**config.mk**
```make
export PLATFORM = sky130hd
export DESIGN_NAME = recv_nibble_deframer
export DESIGN_NICKNAME = d
export VERILOG_FILES = /design/src/rtl/recv_nibble_deframer_pkg.sv /design/src/rtl/recv_nibble_deframer_len_checker.sv /design/src/rtl/recv_nibble_deframer.sv
export SDC_FILE = /design/constraint.sdc
export NUM_CORES = 1
export LEC_CHECK = 0
export ABC_AREA = 1
export CAP_MARGIN = 20
export CELL_PAD_IN_SITES_DETAIL_PLACEMENT = 1
export CELL_PAD_IN_SITES_GLOBAL_PLACEMENT = 1
export CORE_ASPECT_RATIO = 0.8
export CORE_UTILIZATION = 30
export DETAILED_ROUTE_END_ITERATION = 10
export HOLD_SLACK_MARGIN = 0.02
export PLACE_DENSITY_LB_ADDON = 0.3
export SYNTH_ARGS = -nofsm -noshare
export SYNTH_HDL_FRONTEND = slang
export SYNTH_SLANG_ARGS = --single-unit
export TNS_END_PERCENT = 20
```
**constraint.sdc**
```tcl
create_clock -name clk_phy -period 4 [get_ports clk_phy]
set_clock_uncertainty 0.15 [all_clocks]
set_input_delay 0.8 -clock clk_phy [delete_from_list [all_inputs] [get_ports clk_phy]]
set_output_delay 0.8 -clock clk_phy [all_outputs]
set_load 0.01 [all_outputs]
```
**src/rtl/recv_nibble_deframer_pkg.sv**
```systemverilog
// Shared definitions for the nibble deframer and the transmit-side control-block decoder.
package recv_nibble_deframer_pkg;

    typedef enum logic [2:0] {
        IDLE,
        PREAMBLE,
        DATA_LO,
        DATA_HI,
        DONE,
        DROP
    } state_t;

    localparam logic [3:0] PREAMBLE_NIB = 4'h5;
    localparam logic [3:0] SFD_NIB      = 4'hD;

    localparam int unsigned ERR_RUNT  = 0;
    localparam int unsigned ERR_LONG  = 1;
    localparam int unsigned ERR_ALIGN = 2;
    localparam int unsigned ERR_NOPRE = 3;

    localparam int unsigned LEN_MSB  = 23;
    localparam int unsigned LEN_LSB  = 12;
    localparam int unsigned FLAG_MSB = 3;

    function automatic logic [23:0] pack_ctrl(input logic [11:0] len, input logic [3:0] flags);
        logic [23:0] ctrl;
        ctrl = '0;
        ctrl[LEN_MSB:LEN_LSB] = len;
        ctrl[FLAG_MSB:0]      = flags;
        return ctrl;
    endfunction

endpackage

```
**src/rtl/recv_nibble_deframer_len_checker.sv**
```systemverilog
// Per-frame byte counter: saturating count, MAX_LEN acceptance gate, RUNT/LONG flags.
module recv_len_checker #(
    parameter int unsigned MIN_LEN = 64,
    parameter int unsigned MAX_LEN = 1536
) (
    input  logic        clk_phy,
    input  logic        reset,
    input  logic        clear,
    input  logic        byte_in,
    output logic [11:0] byte_cnt,
    output logic        accept,
    output logic        long_flag,
    output logic        runt_flag
);

    localparam logic [11:0] MAX_W = 12'(MAX_LEN);
    localparam logic [11:0] MIN_W = 12'(MIN_LEN);

    always_comb begin
        accept    = byte_cnt < MAX_W;
        runt_flag = byte_cnt < MIN_W;
    end

    // Bytes beyond MAX_LEN are neither counted nor emitted; they only raise LONG.
    always_ff @(posedge clk_phy or negedge reset) begin
        if (!reset) begin
            byte_cnt  <= '0;
            long_flag <= 1'b0;
        end else if (clear) begin
            byte_cnt  <= '0;
            long_flag <= 1'b0;
        end else if (byte_in) begin
            if (accept && byte_cnt != '1)
                byte_cnt <= byte_cnt + 12'd1;
            if (!accept)
                long_flag <= 1'b1;
        end
    end

endmodule

```
**src/rtl/recv_nibble_deframer.sv**
```systemverilog
// MII receive deframer: strips preamble/SFD, rebuilds bytes low nibble first, reports frame status.
module recv_nibble_deframer
    import recv_nibble_deframer_pkg::*;
#(
    parameter int unsigned MIN_LEN = 64,
    parameter int unsigned MAX_LEN = 1536,
    parameter int unsigned PRE_MIN = 4
) (
    input  logic        clk_phy,
    input  logic        reset,
    input  logic [3:0]  phy_data_in,
    input  logic        phy_rx_dv,
    output logic [7:0]  f_data_out,
    output logic        f_data_valid,
    output logic [23:0] f_ctrl_out,
    output logic        f_frame_valid,
    output logic [3:0]  rx_err_flags
);

    localparam logic [3:0] PRE_MIN_W = 4'(PRE_MIN);

    state_t      state;
    logic [3:0]  pre_cnt;
    logic [3:0]  low_nib;
    logic        nopre;
    logic        clear;
    logic        byte_in;
    logic [11:0] byte_cnt;
    logic        accept;
    logic        long_flag;
    logic        runt_flag;
    logic [3:0]  frame_flags;

    always_comb begin
        clear   = (state != DATA_LO) && (state != DATA_HI);
        byte_in = (state == DATA_HI) && phy_rx_dv;
        frame_flags            = '0;
        frame_flags[ERR_RUNT]  = runt_flag;
        frame_flags[ERR_LONG]  = long_flag;
        frame_flags[ERR_ALIGN] = (state == DATA_HI);
        frame_flags[ERR_NOPRE] = nopre;
    end

    recv_len_checker #(
        .MIN_LEN (MIN_LEN),
        .MAX_LEN (MAX_LEN)
    ) u_len_checker (
        .clk_phy   (clk_phy),
        .reset     (reset),
        .clear     (clear),
        .byte_in   (byte_in),
        .byte_cnt  (byte_cnt),
        .accept    (accept),
        .long_flag (long_flag),
        .runt_flag (runt_flag)
    );

    // The frame report is registered on the edge that sees dv fall, so it is visible
    // during the DONE cycle, which itself accepts the next preamble.
    always_ff @(posedge clk_phy or negedge reset) begin
        if (!reset) begin
            state         <= IDLE;
            pre_cnt       <= '0;
            low_nib       <= '0;
            nopre         <= 1'b0;
            f_data_out    <= '0;
            f_data_valid  <= 1'b0;
            f_ctrl_out    <= '0;
            f_frame_valid <= 1'b0;
            rx_err_flags  <= '0;
        end else begin
            f_data_valid  <= 1'b0;
            f_frame_valid <= 1'b0;
            case (state)
                IDLE, DONE: begin
                    nopre <= 1'b0;
                    if (!phy_rx_dv) begin
                        state <= IDLE;
                    end else if (phy_data_in == PREAMBLE_NIB) begin
                        state   <= PREAMBLE;
                        pre_cnt <= 4'd1;
                    end else begin
                        state <= DROP;
                    end
                end
                PREAMBLE: begin
                    if (!phy_rx_dv) begin
                        state <= IDLE;
                    end else if (phy_data_in == PREAMBLE_NIB) begin
                        if (pre_cnt != '1)
                            pre_cnt <= pre_cnt + 4'd1;
                    end else if (phy_data_in == SFD_NIB) begin
                        state <= DATA_LO;
                        nopre <= pre_cnt < PRE_MIN_W;
                    end else begin
                        state <= DROP;
                    end
                end
                DATA_LO, DATA_HI: begin
                    if (!phy_rx_dv) begin
                        state         <= DONE;
                        f_ctrl_out    <= pack_ctrl(byte_cnt, frame_flags);
                        f_frame_valid <= 1'b1;
                        rx_err_flags  <= rx_err_flags | frame_flags;
                    end else if (state == DATA_LO) begin
                        low_nib <= phy_data_in;
                        state   <= DATA_HI;
                    end else begin
                        if (accept) begin
                            f_data_out   <= {phy_data_in, low_nib};
                            f_data_valid <= 1'b1;
                        end
                        state <= DATA_LO;
                    end
                end
                DROP: begin
                    if (!phy_rx_dv)
                        state <= IDLE;
                end
                default: state <= IDLE;
            endcase
        end
    end

endmodule

```
Word level (Yosys, flattened, before mapping)

Index checks and enable logic that the tools add are counted.

Word-level logic and storage cells: 88
Bits in registers: 55
Output and inout bits: 38
Bits of input ports: 7

$lt $le $gt $ge: 3
Add/subtract/negate cells: 2
Equal/unequal tests: 21
Multiplexer cells: 31
Bitwise operators: 3
Reduce and logical (&&, ||, !) cells: 17

Operators by type and width:

| kind                    | number |
|---|---|
| $mux W12                | 3 |
| $mux W3                 | 7 |
| $mux W4                 | 5 |
| $ne A2 B2 Y1 const B    | 9 |
| $mux W1                 | 13 |
| $add A12 B1 Y12 const B | 1 |
| $lt A12 B11 Y1 const B  | 1 |
| $lt A12 B7 Y1 const B   | 1 |
| $ne A12 B12 Y1 const B  | 1 |
| $pmux W3 S4             | 1 |
| $pmux W4 S2             | 1 |
| $reduce_and A2 Y1       | 4 |
| $reduce_and A4 Y1       | 2 |
| $eq A3 B2 Y1 const B    | 2 |
| $eq A3 B3 Y1 const B    | 2 |
| $ne A3 B2 Y1 const B    | 2 |
| $reduce_and A6 Y1       | 1 |
| $reduce_bool A2 Y1      | 3 |
| $add A4 B1 Y4 const B   | 1 |
| $eq A4 B3 Y1 const B    | 1 |
| $eq A4 B4 Y1 const B    | 1 |
| $lt A4 B3 Y1 const B    | 1 |
| $ne A4 B4 Y1 const B    | 1 |
| $or A4 B4 Y4            | 1 |
| 8 further kinds         | 12 |

Depth between registers and ports, before layout

Depth after elaboration: 5
Gate-level depth with buffers: 8
Mapped depth without buffers: 8

Modules after synthesis

A second synthesis with hierarchy kept.

Cells, all modules: 312
Area total of the unflattened synthesis: 2577.5 sq um

By module, submodules not included:

| module               | area each (sq um) | times used | cells an instance |
|---|---|---|---|
| recv_nibble_deframer | 1825.5            | 1          | 208 |
| recv_len_checker     | 752.0             | 1          | 104 |

Worst setup path before layout

Ideal clock, no wire load.

Path type: input-to-reg
Start: in phy_rx_dv
End: reg f_data_out[6]
Library setup time: 0.117 ns
Data required time: 3.733 ns
Stages on the path: 8
Data arrival time: 1.450 ns
Slack: 2.283 ns
Cell sequence: nand2_1 -> inv_2 -> nand3_4 -> nor2_8 -> inv_2 -> buf_6 -> nand2_2 -> o21ai_2

Longest elaborated chain between the ends: 1

Ends and longest elaborated chain:

| item                               | line                        | text |
|---|---|---|
| start: declaration                 | recv_nibble_deframer.sv:12  | `input logic phy_rx_dv,` |
| $reduce_and A4 Y1 (no source line) | n/a                         |  |
| end signal: assignment             | recv_nibble_deframer.sv:110 | `f_data_out <= {phy_data_in, low_nib};` |
| end: declaration                   | recv_nibble_deframer.sv:13  | `output logic [7:0] f_data_out,` |

No other way between the ends.
A chain may end at the register's enable or synchronous reset.

Worst setup path in the final report

Start: in phy_rx_dv
End: reg f_ctrl_out[3]

Longest elaborated chain between the ends: 2

Ends and longest elaborated chain:

| item                               | line                        | text |
|---|---|---|
| $not A1 Y1 (no source line)        | n/a                         |  |
| $reduce_and A2 Y1 (no source line) | n/a                         |  |
| end signal: assignment             | recv_nibble_deframer.sv:102 | `f_ctrl_out <= pack_ctrl(byte_cnt, frame_flags);` |
| end: declaration                   | recv_nibble_deframer.sv:15  | `output logic [23:0] f_ctrl_out,` |

No other way between the ends.

==> impl_metrics.toml <==
[finish]
mostFrequentLayoutCell = "nand2_1"
nets = 344
stdcell_count = 444
diodes = 0
area_growth_pct = 21.7
layout_common_cells = "nand2_1, dfrtp_1, clkdlybuf4s50_1, inv_1, nor2_1"
drive_above_1_share = 0.0714
fillers = 979
post-route-util = 0.381

[logic_synthesis]
synth_warnings = 0
syn_inst = 297
synthesis.area_mm2 = 0.00252
ys_seq_elements = 55
avgSynthCellArea_um2 = 8.50
synth_cell_types = 26
ys_seq_area_frac = 0.545

[power]
combPwrFrac = 0.200
p_switching_uw = 385
switching_share = 0.292
ir_worst_vdd_uv = 174
seqPwrFrac = 0.509
p_int_uw = 932
clkPwrFrac = 0.291
powerDensity_mw_per_mm2 = 429
leakagePower_nw = 1.46

[clock_network]
h-tree-depth = 2
cts_tree = "done"
ctsHoldBuffers = 0
clkTransAtPathRegs_ns = 0.10
cts_buffer_depth = 2
postCtsResizedCells = 0
cts_setup_buffers = 0
worstSkewPairLatency_ns = 0.30
cts_buffers = 5
cts_root_buf = "clkbuf_8"
clock_sinks = 55

[timing]
hold_viol = 0
fin_crit_sh = 0.647
maxSlewHeadroom = 0.385
drv_slew = 0
worst_pin_slew_ns = 0.920
max_freq_mhz = 386
min_period_ns = 2.59
setup_violations = 0
rsz0062_at_grt = "false"
tns_ns = 0

[setup_path]
reg2reg_depth = 5
crit_slowest_cell = "nand2_1"
crit_top_cell = "nand2_1"
worstPathCellList = "clkdlybuf4s50_1 -> inv_1 -> nand2_1 -> inv_1 -> nand2_1 -> nand2_1"
crit_required_ns = 4.05
reg2reg_to = "f_ctrl_out[3]"
cp-start-kind = "input port"
critPathKind = "in -> reg"
r2r_start = "state[2]"
arrival_ns = 2.64
critPathMaxStageDelay_ns = 0.69
cp_max_fo = 33
rrSetupSlack_ns = 1.91
crit_path_end_kind = "register"

[placement]
place_hpwl_mm = 4.17
routabilityCongestion = 0.846
io_buffers = 36
place_inst = 436

[flow_run]
maxCapViolCount = 0

[floorplan]
rows = 29
die_h_um = 84.0
core_area_mm2 = 0.00806
start_util = 0.313
die_x_um = 105
io_pins = 45
dieArea_mm2 = 0.00879

[global_routing]
grt_pass1_wl_mm = 9.83
gr-total-overflow = 0
grt_pass1_vias = 2037
antenna_found_initial = 0
grt_max_degree = 34
grt_use_total = 0.141

[min_path]
hp-class = "in -> async"

[drt]
drtIter0Drc = 56
vias = 1992
routed_wl_mm = 5.60
drc = 0
avgViaCountPerCell = 4.49
ant_nets = 0
wl_per_cell_um = 12.6
dr.pass1.iters = 4

[outcome]
status = "completed"
registers in the layout (all words and copies together) (netlist names):
signal / flops
u_len_checker.long_flag: 1
nopre: 1
u_len_checker.byte_cnt: 12
f_frame_valid: 1
f_data_valid: 1
state: 3
f_ctrl_out: 16
pre_cnt: 4
f_data_out: 8
rx_err_flags: 4
low_nib: 4
worst max-delay path, delay by kind of cell:
kind	cells	cell delay, ns
buffers and inverters	3	0.93
AND/OR/NAND/NOR	3	0.90
cells in the mapped netlist:
library cell  instances  area (um2)
inv_4                 1        6.26
inv_2                 3        11.3
nand2_1             105         394
a21oi_1              11        55.1
nand4_1               2        12.5
o21ai_2               5        43.8
nand2_2               1        6.26
nor2_2                1        6.26
o21ai_1               1        5.00
nor3_1                6        30.0
inv_1                24        90.1
nor3b_1               1        7.51
nand3b_1              2        15.0
buf_6                 1        11.3
dfrtp_1              55        1380
nand3_4               1        17.5
o21ai_0              18        90.1
conb_1                1        3.75
nor2_1               22        82.6
buf_4                 9        67.6
nand3_1              16        80.1
nor2_8                2        40.0
xor2_1                1        8.76
o21bai_1              3        22.5
buf_2                 3        15.0
ha_1                  2        25.0
layout make-up:
| cell class | instances | area [um2] | area share |
|---|---|---|---|
| repair buffers | 37 | 363 | 0.118 |
| clock buffers | 6 | 82.6 | 0.0269 |
| multi-input cells | 208 | 972 | 0.316 |
| inverters | 28 | 108 | 0.0350 |
| flip-flops and latches | 55 | 1380 | 0.448 |
| well taps | 108 | 135 | 0.0440 |
| clock inverters | 2 | 35.0 | 0.0114 |
per-layer routing:
metal | GRT usage | share of wire
met1 | 0.190 | 0.52
met2 | 0.226 | 0.45
met3 | 0.0281 | 0.029
met4 | 0.0429 | 0.0061
met5 | 0 | 0
power by group through the flow:
| stage | sequential (mW) | clock (mW) | combinational, mW |
|---|---|---|---|
| 2_1_floorplan | 0.684 | 0 | 0.152 |
| 3_3_place_gp | 0.680 | 0 | 0.262 |
| 3_5_place_dp | 0.680 | 0 | 0.270 |
| 4_1_cts | 0.671 | 0.401 | 0.270 |
| 5_1_grt | 0.678 | 0.421 | 0.305 |
| 6_report | 0.670 | 0.384 | 0.263 |
worst max path at each step:
| stage | from | endpoint | slack [ns] | depth (start not counted) |
|---|---|---|---|---|
| after CTS | phy_rx_dv | f_ctrl_out[3] | 1.40 | 6 |
| after global routing | phy_rx_dv | rx_err_flags[3] | 1.11 | 6 |
| after detailed placement | phy_rx_dv | f_ctrl_out[3] | 1.06 | 6 |
| final | phy_rx_dv | f_ctrl_out[3] | 1.41 | 6 |
| after global placement | phy_rx_dv | f_ctrl_out[3] | 1.13 | 6 |
| after floorplan | phy_rx_dv | f_data_out[6] | 2.28 | 8 |
metrics by stage:
| step | instance area [um2] | power [mW] | setup WS [ns] | hold WS [ns] |
|---|---|---|---|---|
| final | 3070 | 1.32 | 1.41 | 0.317 |
| after global routing | 3070 | 1.40 | 1.11 | 0.349 |
| after CTS | 3070 | 1.34 | 1.40 | 0.326 |
| after detailed placement | 2950 | 0.949 | 1.06 | 0.302 |
| after global placement | 2950 | 0.942 | 1.13 | 0.308 |
| after floorplan | 2550 | 0.836 | 2.28 | 0.292 |
cell families (layout without fill, tap and decap cells):
kind of cell / count (synthesis) / count (layout) / synth area share
simple gates: 159 / 159 / 0.274
flops: 55 / 55 / 0.545
other cells: 1 / 8 / 0.00149
compound gates: 38 / 38 / 0.0858
fa+ha+maj: 2 / 2 / 0.00991
xor+xnor: 1 / 1 / 0.00347
buf+inv: 41 / 73 / 0.0798
Note: power is estimated with default switching activity, not from simulation.
